$ cat src/rtl/onehot_decoder_pipe.sv
// rtl/onehot_decoder_pipe.sv - index to one-hot/thermometer decoder with 2-entry skid buffer (optional DEC_ERR_CNT_EN error counter)
module onehot_decoder_pipe #(
   parameter int SEL_W = 3,
   parameter int OUT_W = 1 << SEL_W
) (
   input  logic             clk,
   input  logic             rst_n,
   input  logic             in_valid,
   output logic             in_ready,
   input  logic [SEL_W-1:0] in_sel,
   input  logic             in_mode,
   input  logic             in_en,
   output logic             out_valid,
   input  logic             out_ready,
   output logic [OUT_W-1:0] out_vec,
   output logic             out_err
`ifdef DEC_ERR_CNT_EN
   ,
   output logic [7:0]       err_cnt
`endif
);

   // Buffer occupancy: main register is the output, skid register holds overflow.
   localparam logic [1:0] ST_EMPTY = 2'd0;
   localparam logic [1:0] ST_ONE   = 2'd1;
   localparam logic [1:0] ST_TWO   = 2'd2;

   // Index compared one bit wider so OUT_W == 2**SEL_W never reports an error.
   localparam logic [SEL_W:0] OUT_LIMIT = (SEL_W + 1)'(OUT_W);

   logic [1:0]       state;
   logic [1:0]       state_nxt;
   logic [OUT_W-1:0] dec_vec;
   logic             dec_err;
   logic [OUT_W-1:0] skid_vec;
   logic             skid_err;
   logic             accept;
   logic             emit;

   assign accept = in_valid & in_ready;
   assign emit   = out_valid & out_ready;

   // Decode the incoming beat; only ever feeds registers, never the outputs directly.
   always_comb begin
      dec_vec = '0;
      dec_err = 1'b0;
      if (in_en) begin
         if ({1'b0, in_sel} >= OUT_LIMIT) begin
            dec_err = 1'b1;
         end else begin
            for (int i = 0; i < OUT_W; i++) begin
               if (in_mode) begin
                  dec_vec[i] = (i <= int'(in_sel));
               end else begin
                  dec_vec[i] = (i == int'(in_sel));
               end
            end
         end
      end
   end

   // Occupancy transitions; TWO cannot accept because in_ready is low there.
   always_comb begin
      state_nxt = state;
      case (state)
         ST_EMPTY: begin
            if (accept) begin
               state_nxt = ST_ONE;
            end
         end
         ST_ONE: begin
            if (emit && !accept) begin
               state_nxt = ST_EMPTY;
            end else if (accept && !emit) begin
               state_nxt = ST_TWO;
            end
         end
         ST_TWO: begin
            if (emit) begin
               state_nxt = ST_ONE;
            end
         end
         default: state_nxt = ST_EMPTY;
      endcase
   end

   // State plus registered handshake flags, derived from the next occupancy so
   // in_ready depends only on flops and never on out_ready combinationally.
   always_ff @(posedge clk or negedge rst_n) begin
      if (!rst_n) begin
         state     <= ST_EMPTY;
         in_ready  <= 1'b1;
         out_valid <= 1'b0;
      end else begin
         state     <= state_nxt;
         in_ready  <= (state_nxt != ST_TWO);
         out_valid <= (state_nxt != ST_EMPTY);
      end
   end

   // Main (output) register: refilled from skid when draining TWO, else from decoder.
   always_ff @(posedge clk or negedge rst_n) begin
      if (!rst_n) begin
         out_vec <= '0;
         out_err <= 1'b0;
      end else if ((state == ST_TWO) && emit) begin
         out_vec <= skid_vec;
         out_err <= skid_err;
      end else if (accept && ((state == ST_EMPTY) || emit)) begin
         out_vec <= dec_vec;
         out_err <= dec_err;
      end
   end

   // Skid register: captures a beat that arrives while the output is stalled.
   always_ff @(posedge clk or negedge rst_n) begin
      if (!rst_n) begin
         skid_vec <= '0;
         skid_err <= 1'b0;
      end else if (accept && (state == ST_ONE) && !emit) begin
         skid_vec <= dec_vec;
         skid_err <= dec_err;
      end
   end

`ifdef DEC_ERR_CNT_EN
   // Saturating count of emitted error beats.
   always_ff @(posedge clk or negedge rst_n) begin
      if (!rst_n) begin
         err_cnt <= 8'd0;
      end else if (emit && out_err && (err_cnt != 8'hFF)) begin
         err_cnt <= err_cnt + 8'd1;
      end
   end
`endif

endmodule

$ cat config.mk
export PLATFORM = sky130hd
export DESIGN_NAME = onehot_decoder_pipe
export DESIGN_NICKNAME = d
export VERILOG_FILES = /design/src/rtl/onehot_decoder_pipe.sv
export SDC_FILE = /design/constraint.sdc
export NUM_CORES = 1
export LEC_CHECK = 0
export ABC_CLOCK_PERIOD_IN_PS = 1900
export CORE_MARGIN = 2
export CORE_UTILIZATION = 45
export CTS_CLUSTER_SIZE = 28
export DETAILED_ROUTE_END_ITERATION = 8
export HOLD_SLACK_MARGIN = 0.02
export PLACE_DENSITY = 0.75
export SYNTH_ARGS = -nofsm -noshare
export SYNTH_HDL_FRONTEND = slang
export SYNTH_SLANG_ARGS = --single-unit
$ cat constraint.sdc
create_clock -name clk -period 1.9 [get_ports clk]
set_clock_uncertainty 0.2 [all_clocks]
set_input_delay 0.38 -clock clk [delete_from_list [all_inputs] [get_ports clk]]
set_output_delay 0.38 -clock clk [all_outputs]
set_load 0.01 [all_outputs]
[Word-level counts from Yosys, hierarchy flattened]
Cells that the tools add are included.
Cells by class
  multiplexer cells: 18
  reductions and logical operators: 13
  bitwise logic cells: 2
  $lt $le $gt $ge: 7
  equal/unequal tests: 10
Operators with widths (number)
  8-bit two-way mux: 3
  3-bit == test (first input constant): 4
  3-bit <= comparator (first input constant): 4
  1-bit two-way mux: 10
  2-bit two-way mux: 4
  2-bit by 3-bit == test with 1-bit output (first input constant): 2
  2-bit by 3-bit <= comparator with 1-bit output (first input constant): 2
  1-bit logical AND: 6
  2-bit case mux with 3 select lines: 1
  2-bit nonzero test: 2
  1-bit by 3-bit == test with 1-bit output (first input constant): 1
  1-bit by 3-bit <= comparator with 1-bit output (first input constant): 1
  3-bit zero test: 1
  1-bit bitwise AND: 2
  2-bit by 1-bit == test with 1-bit output (second input constant): 1
  2-bit == test (second input constant): 1
  1-bit zero test: 2
  2-bit zero test: 1
  2-bit inequality test (second input constant): 1
  1-bit logical OR: 1
Storage, ports and cells
  register bits: 21
  output and inout bits: 11

[Logic depth before layout (Yosys ltp)]
  depth in word-level cells: 7
  depth in mapped cells: 7
  depth with buffers taken out: 5

[Least setup slack after synthesis]
Ideal clock, no wire load.
  path kind: register to register
  from: register state[0]
  to: register out_vec[3]
  clock period less this slack: 1.613 ns
  buffers on the path: 2
  required time: 1.575 ns
  stages on the path, launching flop included: 7
  arrival time: 1.288 ns
  slack: 0.287 ns
  cell sequence: dfrtp_1 > buf_6 > and4b_1 > buf_4 > nor2b_1 > a22o_1 > mux2_2
On the way
  word-level cells in the longest chain between the ends: 4
Ends and longest elaborated chain
  start, declared: RTL line 31  | logic [1:0] state;
  start signal, assigned: RTL line 95  | state <= state_nxt;
  2-bit zero test: RTL line 109  | end else if (accept && ((state == ST_EMPTY) || emit)) begin
  1-bit logical OR: RTL line 109
  1-bit logical AND: RTL line 109
  2-bit nonzero test (no source line)
  end signal, assigned: RTL line 107  | out_vec <= skid_vec;
  end signal, assigned: RTL line 110  | out_vec <= dec_vec;
  end, declared: RTL line 15  | output logic [OUT_W-1:0] out_vec,
Several ways; a longest one is shown, not always the timed one.
A chain may end at the register's enable or synchronous reset.

[Worst setup path after layout]
  from: register out_valid
  to: output port out_valid
RTL lines
  start, declared: RTL line 13  | output logic out_valid,
  start signal, assigned: RTL line 97  | out_valid <= (state_nxt != ST_EMPTY);
No word-level cell between the ends.

==> results.py <==
metrics = {
    "critical_path": {
        "crit_path_top_delay_cell": "clkdlybuf4s50_1",
        "worstSetupEndpoint": "out_valid",
        "crit_arrival_ns": 1.22,
        "critPathCaptureType": "primary output",
        "r2r-start": "state[1]$_DFF_PN0_",
        "crit_path_start": "out_valid$_DFF_PN0_",
        "r2r_setup_slack_ns": 0.20,
        "crit_buf_inv": 1,
        "worst-path-stages": 1,
        "path_cells": "clkdlybuf4s50_1",
        "worstReg2RegEnd": "out_vec[5]$_DFFE_PN0P_",
        "cpLargestDelayFamily": "buffers and inverters",
        "crit_required_ns": 1.32,
        "crit_type": "register to primary output",
        "crit_fanout": 3,
        "startpoint_type": "register",
        "worst_r2r_path_depth": 3,
        "slowest_delay_ns": 0.54,
    },
    "global_routing": {
        "track_usage_pct": 16.6,
        "antenna_found_initial": 0,
        "grt_max_degree": 21,
        "grt_pass1_wl_mm": 3.30,
        "gr-total-overflow": 0,
        "grt_pass1_vias": 764,
    },
    "placement": {
        "io_buffers": 18,
        "dp_cells": 157,
        "place_ws_ns": -0.181,
        "gp_congestion": 0.797,
        "hpwl_mm": 1.42,
    },
    "sta": {
        "finalSetupTns_ns": 0,
        "fmax_ghz": 0.556,
        "finalSetupViolCount": 0,
        "final_hold_viol_count": 0,
        "rsz0062_at_grt": "no",
        "period_share_pct": 94.6,
        "drv_slew": 0,
        "finalCriticalPeriod_ns": 1.80,
        "worst_slack_ns": 0.103,
    },
    "clock_network": {
        "cts_root_buf": "clkbuf_4",
        "htree_levels": 1,
        "cts_buffers": 3,
        "clock_path_buffers": 2,
        "numClockSinks": 20,
        "cts_setup_buffers": 0,
        "cts_tree": "built",
        "clkSlewWorstSetupHoldPaths_ns": 0.12,
        "insertion_delay_ns": 0.30,
    },
    "final_layout": {
        "area_growth_pct": 27.7,
        "n_antenna_cell": 0,
        "layout.nets": 143,
        "fillCellCount": 195,
        "utilization_pct": 60.6,
        "fin_cells": 161,
        "drive_gt1_share_pct": 21.8,
    },
    "synthesis": {
        "synth_top_cell_by_area": "dfrtp_1",
        "netlist_area_sq_mm": 0.00104,
        "async_reset_ff_share_pct": 100,
        "synth_edf_count": 0,
        "synth-seq-area-share_pct": 48.3,
        "synth_cell_types": 31,
        "yosys-top-cells-area": "dfrtp_1 46%, mux2_2 9.7%, nand2_1 8.3%, o21ai_0 7.2%, dfstp_2 2.5%",
        "synth_ff_type": "dfrtp_1",
        "netlist_instances": 109,
        "yosysWarnings": 0,
        "syn_nets": 118,
        "synth_area_per_cell_sq_um": 9.54,
        "synth_top_area_share_pct": 45.7,
        "ys_seq_elements": 20,
    },
    "hold_path": {
        "hold_class": "input port to async pin",
    },
    "detailed_routing": {
        "drt_iter0_drc": 9,
        "drcViolationCount": 0,
        "drtPass1Iterations": 5,
        "routedWlPerCell_um": 11.9,
        "routed_via_density": 5.16,
        "wl_mm": 1.92,
        "vias": 830,
        "antenna_left": 0,
    },
    "job": {
        "cap_violations": 0,
    },
    "die": {
        "die_y_um": 52.1,
        "coreArea_sq_mm": 0.00219,
        "die-area_sq_mm": 0.00271,
        "die_w_um": 52.1,
        "boundaryPins": 20,
        "start_util_pct": 47.5,
        "rows": 17,
    },
    "power_and_ir_drop": {
        "p_total_w": 0.00166,
        "p_per_area_mw_per_mm2": 1250,
        "leakage_nw": 0.596,
        "ir_worst_vdd_v": 0.000778,
    },
    "run_status": {
        "status": "finished, final reports clean",
    },
}
## timing repair
| action | CTS | global route |
|---|---|---|
| endpoints found under the setup margin | 1 | 0 |
| resized for setup | 1 | 0 |
| hold buffers | 0 | 0 |
## Yosys cell counts (2+ instances only)
cell       n
nand3_1    3
buf_4      2
o21ai_1    4
nor2_1     4
mux2_2     9
dfrtp_1   19
nand2b_1   2
nand2_1   23
buf_6      2
o21ai_0   15
buf_2      4
inv_1      3
## flip-flops by register name, summed over array words and instances, names as in the netlist
signal	flops
state	2
out_vec	8
skid_vec	8
in_ready	1
out_valid	1
## metal layers
layer  wire [um]  vias up  track usage [%]
li1            -      418                -
met1         871      388             19.6
met2         933       22             29.3
met3         104        2             4.02
met4          10        0             5.26
met5           0        -                0
## where the power goes
group | switching, W | internal [W] | total [W]
registers | 0.0000848 | 0.000583 | 0.000668
clock network | 0.000138 | 0.000213 | 0.000352
logic | 0.000289 | 0.000352 | 0.000641
total | 0.000512 | 0.00115 | 0.00166
## worst register-to-register path, cell delays in order, from the launching register on
cell	delay (ns)
dfrtp_1	0.44
and3b_2	0.26
a21oi_4	0.32
mux2_2	0.38
## worst min path at each step
| stage | from | end |
|---|---|---|
| after floorplan | rst_n | out_valid$_DFF_PN0_ |
| after CTS | rst_n | out_valid$_DFF_PN0_ |
| final | rst_n | state[1]$_DFF_PN0_ |
| after global routing | rst_n | state[1]$_DFF_PN0_ |
| after global placement | skid_vec[0]$_DFFE_PN0P_ | skid_vec[0]$_DFFE_PN0P_ |
| after detailed placement | skid_vec[3]$_DFFE_PN0P_ | skid_vec[3]$_DFFE_PN0P_ |
## final cells by class
cell class,count,area [sq um],share of cell area [%]
Clock buffer,3,22.5,1.70
Clock inverter,1,30.0,2.26
Multi-Input combinational cell,77,465,35.1
Timing Repair Buffer,29,262,19.7
Inverter,3,11.3,0.848
Tap cell,28,35.0,2.64
Sequential cell,20,502,37.8
## layout by cell type (no fill, tap or decap), types with 2 or more instances in the layout
cell type,Yosys,layout
o21ai_1,4,4
o21ai_0,15,15
inv_1,3,3
buf_4,2,11
dfrtp_1,19,19
nand2_1,23,23
clkbuf_4,0,3
nor2_1,4,4
mux2_2,9,9
nand3_1,3,3
clkdlybuf4s50_1,0,17
nand2b_1,2,2
## through the flow
step / cell area [sq um] / hold WS [ns]
finish: 1330 / 0.206
global route: 1330 / 0.216
floorplan: 1040 / -0.116
CTS: 1330 / 0.211
global placement: 1280 / 0.261
detailed placement: 1280 / 0.275
## cell families (layout without fill, tap and decap cells)
group,Yosys count,count (layout),share of synthesized area (%)
AND/OR/NAND/NOR,38,38,16.8
AO/OA/AOI/OAI,28,28,16.8
flip-flops,20,20,48.3
buffers and inverters,12,36,6.98
multiplexers,10,10,10.7
other,1,1,0.361
Power figures use the tool's default switching activity.
